`src/rtl/scan_ctrl.sv`:
```
`default_nettype none
// +------------------------------------------------------------------+
// | scan_ctrl: serpentine full-frame scan sequencer (read, push, step)|
// | Revision 1.0                                                     |
// +------------------------------------------------------------------+
module scan_ctrl #(
  parameter int SIZE       = 4,
  parameter int TURN_STALL = 2
) (
  input  logic              clk,
  input  logic              n_rst,
  input  logic              start,
  input  logic              abort,
  input  logic [SIZE-1:0]   img_w,
  input  logic [SIZE-1:0]   img_h,
  output logic [SIZE-1:0]   max_x,
  output logic [SIZE-1:0]   max_y,
  output logic              new_trans,
  output logic              update_pos,
  input  logic              pos_end,
  input  logic              pos_next_dir,
  output logic              rd_req,
  input  logic              rd_valid,
  output logic              px_valid,
  input  logic              px_ready,
  output logic              busy,
  output logic              done,
  output logic              err,
  output logic [2*SIZE-1:0] pix_count
);

  typedef enum logic [2:0] {
    IDLE = 3'd0,
    INIT = 3'd1,
    REQ  = 3'd2,
    WAIT = 3'd3,
    PUSH = 3'd4,
    STEP = 3'd5,
    TURN = 3'd6,
    FIN  = 3'd7
  } state_t;

  localparam int                CW         = (TURN_STALL > 1) ? $clog2(TURN_STALL) : 1;
  localparam logic [CW-1:0]     STALL_LOAD = CW'((TURN_STALL > 0) ? TURN_STALL - 1 : 0);
  localparam logic [CW-1:0]     STALL_ONE  = CW'(1);
  localparam logic [2*SIZE-1:0] PIX_ONE    = (2*SIZE)'(1);

  state_t            state_q, state_d;
  logic [CW-1:0]     stall_q, stall_d;
  logic [SIZE-1:0]   max_x_q, max_x_d;
  logic [SIZE-1:0]   max_y_q, max_y_d;
  logic              err_q, err_d;
  logic [2*SIZE-1:0] pix_count_q, pix_count_d;
  logic              new_trans_q, new_trans_d;
  logic              update_pos_q, update_pos_d;
  logic              rd_req_q, rd_req_d;
  logic              px_valid_q, px_valid_d;
  logic              busy_q, busy_d;
  logic              done_q, done_d;

  always_comb begin
    state_d     = state_q;
    stall_d     = stall_q;
    max_x_d     = max_x_q;
    max_y_d     = max_y_q;
    err_d       = err_q;
    pix_count_d = pix_count_q;

    case (state_q)
      IDLE: begin
        if (start) begin
          if ((img_w != '0) && (img_h != '0)) begin
            max_x_d = img_w;
            max_y_d = img_h;
            err_d   = 1'b0;
            state_d = INIT;
          end else begin
            err_d   = 1'b1;
            state_d = FIN;
          end
        end
      end
      INIT: begin
        pix_count_d = '0;
        state_d     = REQ;
      end
      REQ:  state_d = WAIT;
      WAIT: if (rd_valid) state_d = PUSH;
      PUSH: begin
        if (px_ready) begin
          pix_count_d = pix_count_q + PIX_ONE;
          state_d     = pos_end ? FIN : STEP;
        end
      end
      STEP: begin
        if (pos_next_dir && (TURN_STALL > 0)) begin
          stall_d = STALL_LOAD;
          state_d = TURN;
        end else begin
          state_d = REQ;
        end
      end
      TURN: begin
        if (stall_q == '0) state_d = REQ;
        else               stall_d = stall_q - STALL_ONE;
      end
      FIN:     state_d = IDLE;
      default: state_d = IDLE;
    endcase

    // Abort discards everything this cycle would have committed, including a start in IDLE.
    if (abort) begin
      state_d     = IDLE;
      stall_d     = stall_q;
      max_x_d     = max_x_q;
      max_y_d     = max_y_q;
      err_d       = err_q;
      pix_count_d = pix_count_q;
    end

    new_trans_d  = (state_d == INIT);
    rd_req_d     = (state_d == REQ);
    px_valid_d   = (state_d == PUSH);
    update_pos_d = (state_d == STEP);
    done_d       = (state_d == FIN);
    busy_d       = (state_d != IDLE) && (state_d != FIN);
  end

  always_ff @(posedge clk or negedge n_rst) begin
    if (!n_rst) begin
      state_q      <= IDLE;
      stall_q      <= '0;
      max_x_q      <= '0;
      max_y_q      <= '0;
      err_q        <= 1'b0;
      pix_count_q  <= '0;
      new_trans_q  <= 1'b0;
      update_pos_q <= 1'b0;
      rd_req_q     <= 1'b0;
      px_valid_q   <= 1'b0;
      busy_q       <= 1'b0;
      done_q       <= 1'b0;
    end else begin
      state_q      <= state_d;
      stall_q      <= stall_d;
      max_x_q      <= max_x_d;
      max_y_q      <= max_y_d;
      err_q        <= err_d;
      pix_count_q  <= pix_count_d;
      new_trans_q  <= new_trans_d;
      update_pos_q <= update_pos_d;
      rd_req_q     <= rd_req_d;
      px_valid_q   <= px_valid_d;
      busy_q       <= busy_d;
      done_q       <= done_d;
    end
  end

  assign max_x      = max_x_q;
  assign max_y      = max_y_q;
  assign new_trans  = new_trans_q;
  assign update_pos = update_pos_q;
  assign rd_req     = rd_req_q;
  assign px_valid   = px_valid_q;
  assign busy       = busy_q;
  assign done       = done_q;
  assign err        = err_q;
  assign pix_count  = pix_count_q;

endmodule
`default_nettype wire

```
`config.mk`:
```
export PLATFORM = sky130hd
export DESIGN_NAME = scan_ctrl
export DESIGN_NICKNAME = d
export VERILOG_FILES = /design/src/rtl/scan_ctrl.sv
export SDC_FILE = /design/constraint.sdc
export NUM_CORES = 1
export LEC_CHECK = 0
export CAP_MARGIN = 0
export CORE_UTILIZATION = 30
export CTS_CLUSTER_SIZE = 25
export DETAILED_ROUTE_END_ITERATION = 8
export GPL_TIMING_DRIVEN = 0
export HOLD_SLACK_MARGIN = 0.15
export RECOVER_POWER = 50
export SETUP_SLACK_MARGIN = 0.15
export SYNTH_ARGS = -nofsm -noshare
export SYNTH_HDL_FRONTEND = slang
export SYNTH_SLANG_ARGS = --single-unit
export TNS_END_PERCENT = 5
```
`constraint.sdc`:
```
create_clock -name clk -period 4.4 [get_ports clk]
set_input_delay 0.44 -clock clk [delete_from_list [all_inputs] [get_ports clk]]
set_output_delay 0.44 -clock clk [all_outputs]
set_load 0.01 [all_outputs]
```
==> impl_metrics.tcl, run 1 <==
set metrics [dict create \
    wl_per_cell_um 13.0 \
    relSlewSlack_pct 18.0 \
    status "complete, no violations" \
    grt_usage_pct 13.7 \
    syn_avg_cell_area_um2 11.4 \
    synth_area_um2 1260 \
    async_flop_share_pct 100 \
    drt_wl_total_mm 2.63 \
    timing.fmax_mhz 443 \
    num_vias 967 \
    synthCells 110 \
    p_leak_nw 0.790 \
    core_area_um2 4000 \
    drt_first_pass_iters 4 \
    clk_latency_ns 0.28 \
    cts_resized 0 \
    drive_gt1_share_pct 13.8 \
    yosys-top-cells-count "27 x dfrtp_1, 12 x nor2_1, 10 x mux2_2, 6 x nand2_1" \
    worstPathMaxFanout 10 \
    rsz0062_at_grt "no" \
    start_util_pct 31.5 \
    die_w_um 66.8 \
    drc 0 \
    via_per_inst 4.79 \
    finalNetCount 170 \
    clockBufferDepth 2 \
    utilization_pct 43.5 \
    gp_congestion 0.784 \
    hold_viol 0 \
    p_per_area_nw_per_um2 518 \
    critPathKind "reg2reg" \
    netlist.area_leader.share_pct 53.7 \
    area_growth_pct 38.2 \
    io_pins 39 \
    worstMarginPinSlew_ns 1.23 \
    htreeDepth 1 \
    maxCapViolations 0 \
    grt_max_degree 28 \
    synth_top_area_cell "dfrtp_1" \
    path_clk_slew_ns 0.10 \
    yosys_warnings 0 \
    dp_hpwl_mm 1.99 \
    ir_worst_vdd_v 0.000268 \
    rows 23 \
    grt_overflow_total 0 \
    synth_cell_type_count 35 \
    synth_area_leaders "dfrtp_1 54%, mux2_2 8.9%, nor2_1 3.6%" \
    period_needed_ns 2.26 \
    grt_pass1_wl_mm 4.57 \
    port_buffers 38 \
    post_cts_buffers 0 \
    arrival_ns 2.43 \
    power_mw 0.901 \
    finalSetupViolCount 0 \
    ys_ff_latch 27 \
    worstSetupEndpointType "flip-flop" \
    fin_worst_skew_ns 0.00646 \
    cts_sinks 27 \
    ys.flop_type "dfrtp_1" \
    num-fill-cells 376 \
    finalSetupTns_ns 0 \
    min_path_type "reg2reg" \
    yosysSeqAreaShare_pct 53.7 \
    antenna_found_initial 0 \
    synth.most_common_cell "dfrtp_1" \
    dr.first_iter.drc_count 40 \
    slew_viol_final 0 \
    cts_tree "built" \
    fp.dieH_um 66.8 \
    ctsHoldBuffers 0 \
    crit_path_start_kind "flip-flop" \
    cts_buffers 3 \
    die_area_um2 4460 \
    finalCritPeriodShare_pct 51.3 \
    ant_nets 0 \
    synth_edf_count 0 \
    cp_data_required_time_ns 4.57 \
    diodes 0 \
    root_buffer "clkbuf_8" \
    grt_pass1_vias 973 \
    synthesis.nets 127 \
]
==> state kept, by name, summed over array words and instances, names as in the netlist, 3 cells and up <==
name / count
pix_count: 8
max_x: 4
state_q: 3
max_y: 4
==> layout by cell type, fill, tap and decap left out, types with 4 or more instances in the layout <==
cell             synthesis  layout
clkdlybuf4s50_1          0      17
dfrtp_1                 27      27
dlygate4sd3_1            0      21
inv_1                    5       5
mux2_2                  10      10
nand2_1                  6       6
nand3_1                  5       5
nor2_1                  12      12
o21ai_0                  5       5
xor2_1                   4       4
==> through the flow <==
step | hold slack, ns | std cells | instance area [µm²] | worst slack, ns
floorplan | 0.144 | 110 | 1260 | 2.57
global placement | 0.475 | 198 | 1700 | 1.90
detailed placement | 0.485 | 198 | 1700 | 1.86
CTS | 0.510 | 202 | 1750 | 2.16
global route | 0.533 | 202 | 1740 | 1.96
finish | 0.500 | 202 | 1740 | 2.14
==> critical path, stage by stage, from the launching register on <==
cell	delay [ns]
dfrtp_1	0.40
buf_6	0.14
nor3_1	0.51
a221oi_4	0.17
nor4_4	0.52
mux2_2	0.41
==> power breakdown <==
group          switching (mW)  internal, mW  total, mW
Sequential             0.0377         0.323      0.361
Clock                  0.0836        0.0645      0.148
Combinational           0.189         0.203      0.392
Total                   0.310         0.591      0.901
==> cell type report <==
class | instances | area, µm² | share of cell area [%]
Buffer | 3 | 23.8 | 1.37
Clock buffer | 3 | 41.3 | 2.37
Clock inverter | 1 | 7.51 | 0.432
Inverter | 5 | 18.8 | 1.08
Multi-Input combinational cell | 75 | 529 | 30.4
Sequential cell | 27 | 676 | 38.8
Tap cell | 50 | 62.6 | 3.60
Timing Repair Buffer | 38 | 380 | 21.9
==> kinds of logic after synthesis <==
logic type                 after synthesis  synth area share (%)
AOI/OAI and AO/OA                       18                  11.7
and+or+nand+nor                         41                  17.8
xor gates and xnor gates                 5                  3.48
buffers and inverters                    8                  3.38
muxes                                   10                  8.95
DFF                                     27                  53.7
adders and majority gates                1                 0.994
==> final timing paths <==
kind                       startpoint      endpoint  slack [ns]  cells after the start
min reg2reg                       err           err        0.50                      2
max reg2reg                state_q[2]      max_x[1]        2.14                      5
max                        state_q[2]      max_x[1]        2.14                      5
min in group asynchronous       n_rst      max_x[3]        0.86                      1
min                               err           err        0.50                      2
max in group asynchronous       n_rst  pix_count[0]        2.81                      1
==> routing by layer <==
metal,wire length [µm],vias to the layer above,GRT usage (%)
li1,-,475,-
met1,1170,459,17.9
met2,1250,31,21.8
met3,186,2,3.94
met4,27,0,3.99
met5,0,-,0
Note: power is estimated with default switching activity, not from simulation.
==> run 2, diff against run 1 <==
Clock period 4.4 ns to 2.07 ns, I/O delays scaled along.
==> run 2 against run 1 <==
  * Design area rose by 9.9%
  * Largest cell class unchanged
  * Die area did not move
  * Largest power group unchanged
  * Global-route usage rose by 0.18 points
  * Worst setup slack got worse by 2.0 ns
  * Worst hold slack got worse by 0.0023 ns
  * Total power rose by 140%
  * Sequential power rose by 110%
  * Via count rose by 4.4%
  * Core utilization rose by 4.3 points
==> impl_metrics.tcl, run 2 (same netlist as run 1, synthesis figures left out) <==
set metrics [dict create \
    status "complete, no violations" \
    clockBufferDepth 2 \
    crit_start "img_w[1]" \
    core_area_um2 4000 \
    reg2reg_depth 7 \
    antenna_found_initial 0 \
    slew_viol_final 0 \
    critPathKind "in2reg" \
    fin_worst_skew_ns 0.00428 \
    largest_register_ffs 8 \
    hold_start "err" \
    grt_pass1_wl_mm 4.64 \
    p_comb_share_pct 49.4 \
    io_pins 39 \
    wl_per_cell_um 13.7 \
    maxCapViolations 0 \
    timing.rr.start "state_q[1]" \
    worst-path-buf-inv 2 \
    gp_congestion 0.784 \
    min_delay_path_depth 2 \
    cts_sinks 27 \
    grt_max_degree 28 \
    rsz0062_at_grt "yes" \
    finalNetCount 180 \
    cpPeakStageDelay_ns 0.44 \
    start_util_pct 31.5 \
    power_frac_seq_pct 36.0 \
    dp_slack_ns -0.238 \
    finalSetupViolCount 0 \
    diodes 0 \
    most-common-layout-cells "27 x dfrtp_1, 21 x dlygate4sd3_1, 17 x clkdlybuf4s50_1" \
    p_per_area_nw_per_um2 1120 \
    port_buffers 38 \
    path_clk_slew_ns 0.10 \
    dr.first_iter.drc_count 36 \
    clk_latency_ns 0.28 \
    worstMarginPinSlew_ns 1.25 \
    dp_hpwl_mm 1.99 \
    die_area_um2 4460 \
    power_frac_clock_pct 14.7 \
    grt_usage_pct 13.9 \
    fp.dieH_um 66.8 \
    placedCellCount 198 \
    crit_cells 7 \
    crit_path_start_kind "primary input" \
    p_leak_nw 0.872 \
    hold_viol 0 \
    p_sw_share_pct 34.0 \
    area_growth_pct 51.8 \
    power.switching_mw 0.730 \
    instances_no_fill 212 \
    cell_internal_pwr_mw 1.42 \
    final.setup.worst_slack_ns 0.175 \
    num-fill-cells 358 \
    cp_data_required_time_ns 2.24 \
    min_path_type "reg2reg" \
    ant_nets 0 \
    drt_first_pass_iters 4 \
    crit_chain "clkdlybuf4s50_1, nor4_2, o21ai_1, a221oi_4, nor4_4, buf_4, mux2_4" \
    cts_buffers 3 \
    die_w_um 66.8 \
    ir_worst_vdd_v 0.000593 \
    finalCritPeriodShare_pct 91.5 \
    timing.fmax_mhz 528 \
    critPathSlowestCell "clkdlybuf4s50_1" \
    regToRegSetupSlack_ns 0.24 \
    crit_family "buffers and inverters" \
    drc 0 \
    grt_overflow_total 0 \
    num_vias 1010 \
    arrival_ns 2.07 \
    rows 23 \
    worstSetupEndpointType "flip-flop" \
    dpl_cell_area_um2 1700 \
    cts_tree "built" \
    final_area_um2 1910 \
    period_needed_ns 1.89 \
    final_common_cell "dfrtp_1" \
    htreeDepth 1 \
    drive_gt1_share_pct 24.1 \
    drt_wl_total_mm 2.90 \
    relSlewSlack_pct 16.5 \
    worstPathMaxFanout 4 \
    ctsHoldBuffers 0 \
    via_per_inst 4.76 \
    root_buffer "clkbuf_8" \
    grt_pass1_vias 988 \
]
[run 2: timing repair]
action	CTS	global route
setup buffers	2	8
resized for setup	2	18
pin swaps	1	5
setup endpoints to repair	13	9
gates cloned	0	0
endpoints found under the hold margin	0	0
[run 2: worst paths after layout]
path,to
worst min-delay path,err
worst min register to register,err
worst max register to register,max_x[2]
min in group asynchronous,max_x[2]
worst max-delay path,max_x[2]
max in group asynchronous,pix_count[0]
[run 2: area by class of cell]
type	count	area (µm²)	area share, %
Buffer	3	30.0	1.57
Clock buffer	3	41.3	2.16
Multi-Input combinational cell	75	612	32.0
Tap cell	50	62.6	3.27
Clock inverter	1	7.51	0.393
Inverter	5	18.8	0.982
Sequential cell	27	676	35.4
Timing Repair Buffer	48	463	24.2
[run 2: power by group through the flow]
stage	logic (mW)	clock network [mW]	registers (mW)
after floorplan	0.425	0	0.843
after global placement	0.880	0	0.777
after detailed placement	0.894	0	0.787
after CTS	0.928	0.323	0.778
after global routing	1.15	0.345	0.799
final	1.06	0.315	0.772
[run 2: through the flow]
| step | hold WS, ns | setup TNS [ns] | total power [mW] | util (%) |
|---|---|---|---|---|
| after floorplan | -0.0886 | 0 | 1.27 | - |
| after global placement | 0.475 | -1.65 | 1.66 | 42.5 |
| after detailed placement | 0.485 | -2.19 | 1.68 | 42.5 |
| after CTS | 0.510 | 0 | 2.03 | 44.4 |
| after global routing | 0.533 | 0 | 2.30 | 47.8 |
| final | 0.498 | 0 | 2.15 | 47.8 |
[run 2: layer usage]
metal	wire length, µm	share of wire (%)	GRT usage [%]
met1	1270	44	17.9
met2	1420	49	22.5
met3	180	6.2	3.94
met4	27	0.93	3.99
met5	0	0	0
[run 2: worst reg2reg max path, stage by stage (launching register included)]
cell	delay, ns
dfrtp_1	0.35
buf_4	0.19
nand2_1	0.08
o22a_1	0.20
a221oi_4	0.37
nor4_4	0.07
buf_4	0.16
mux2_4	0.30
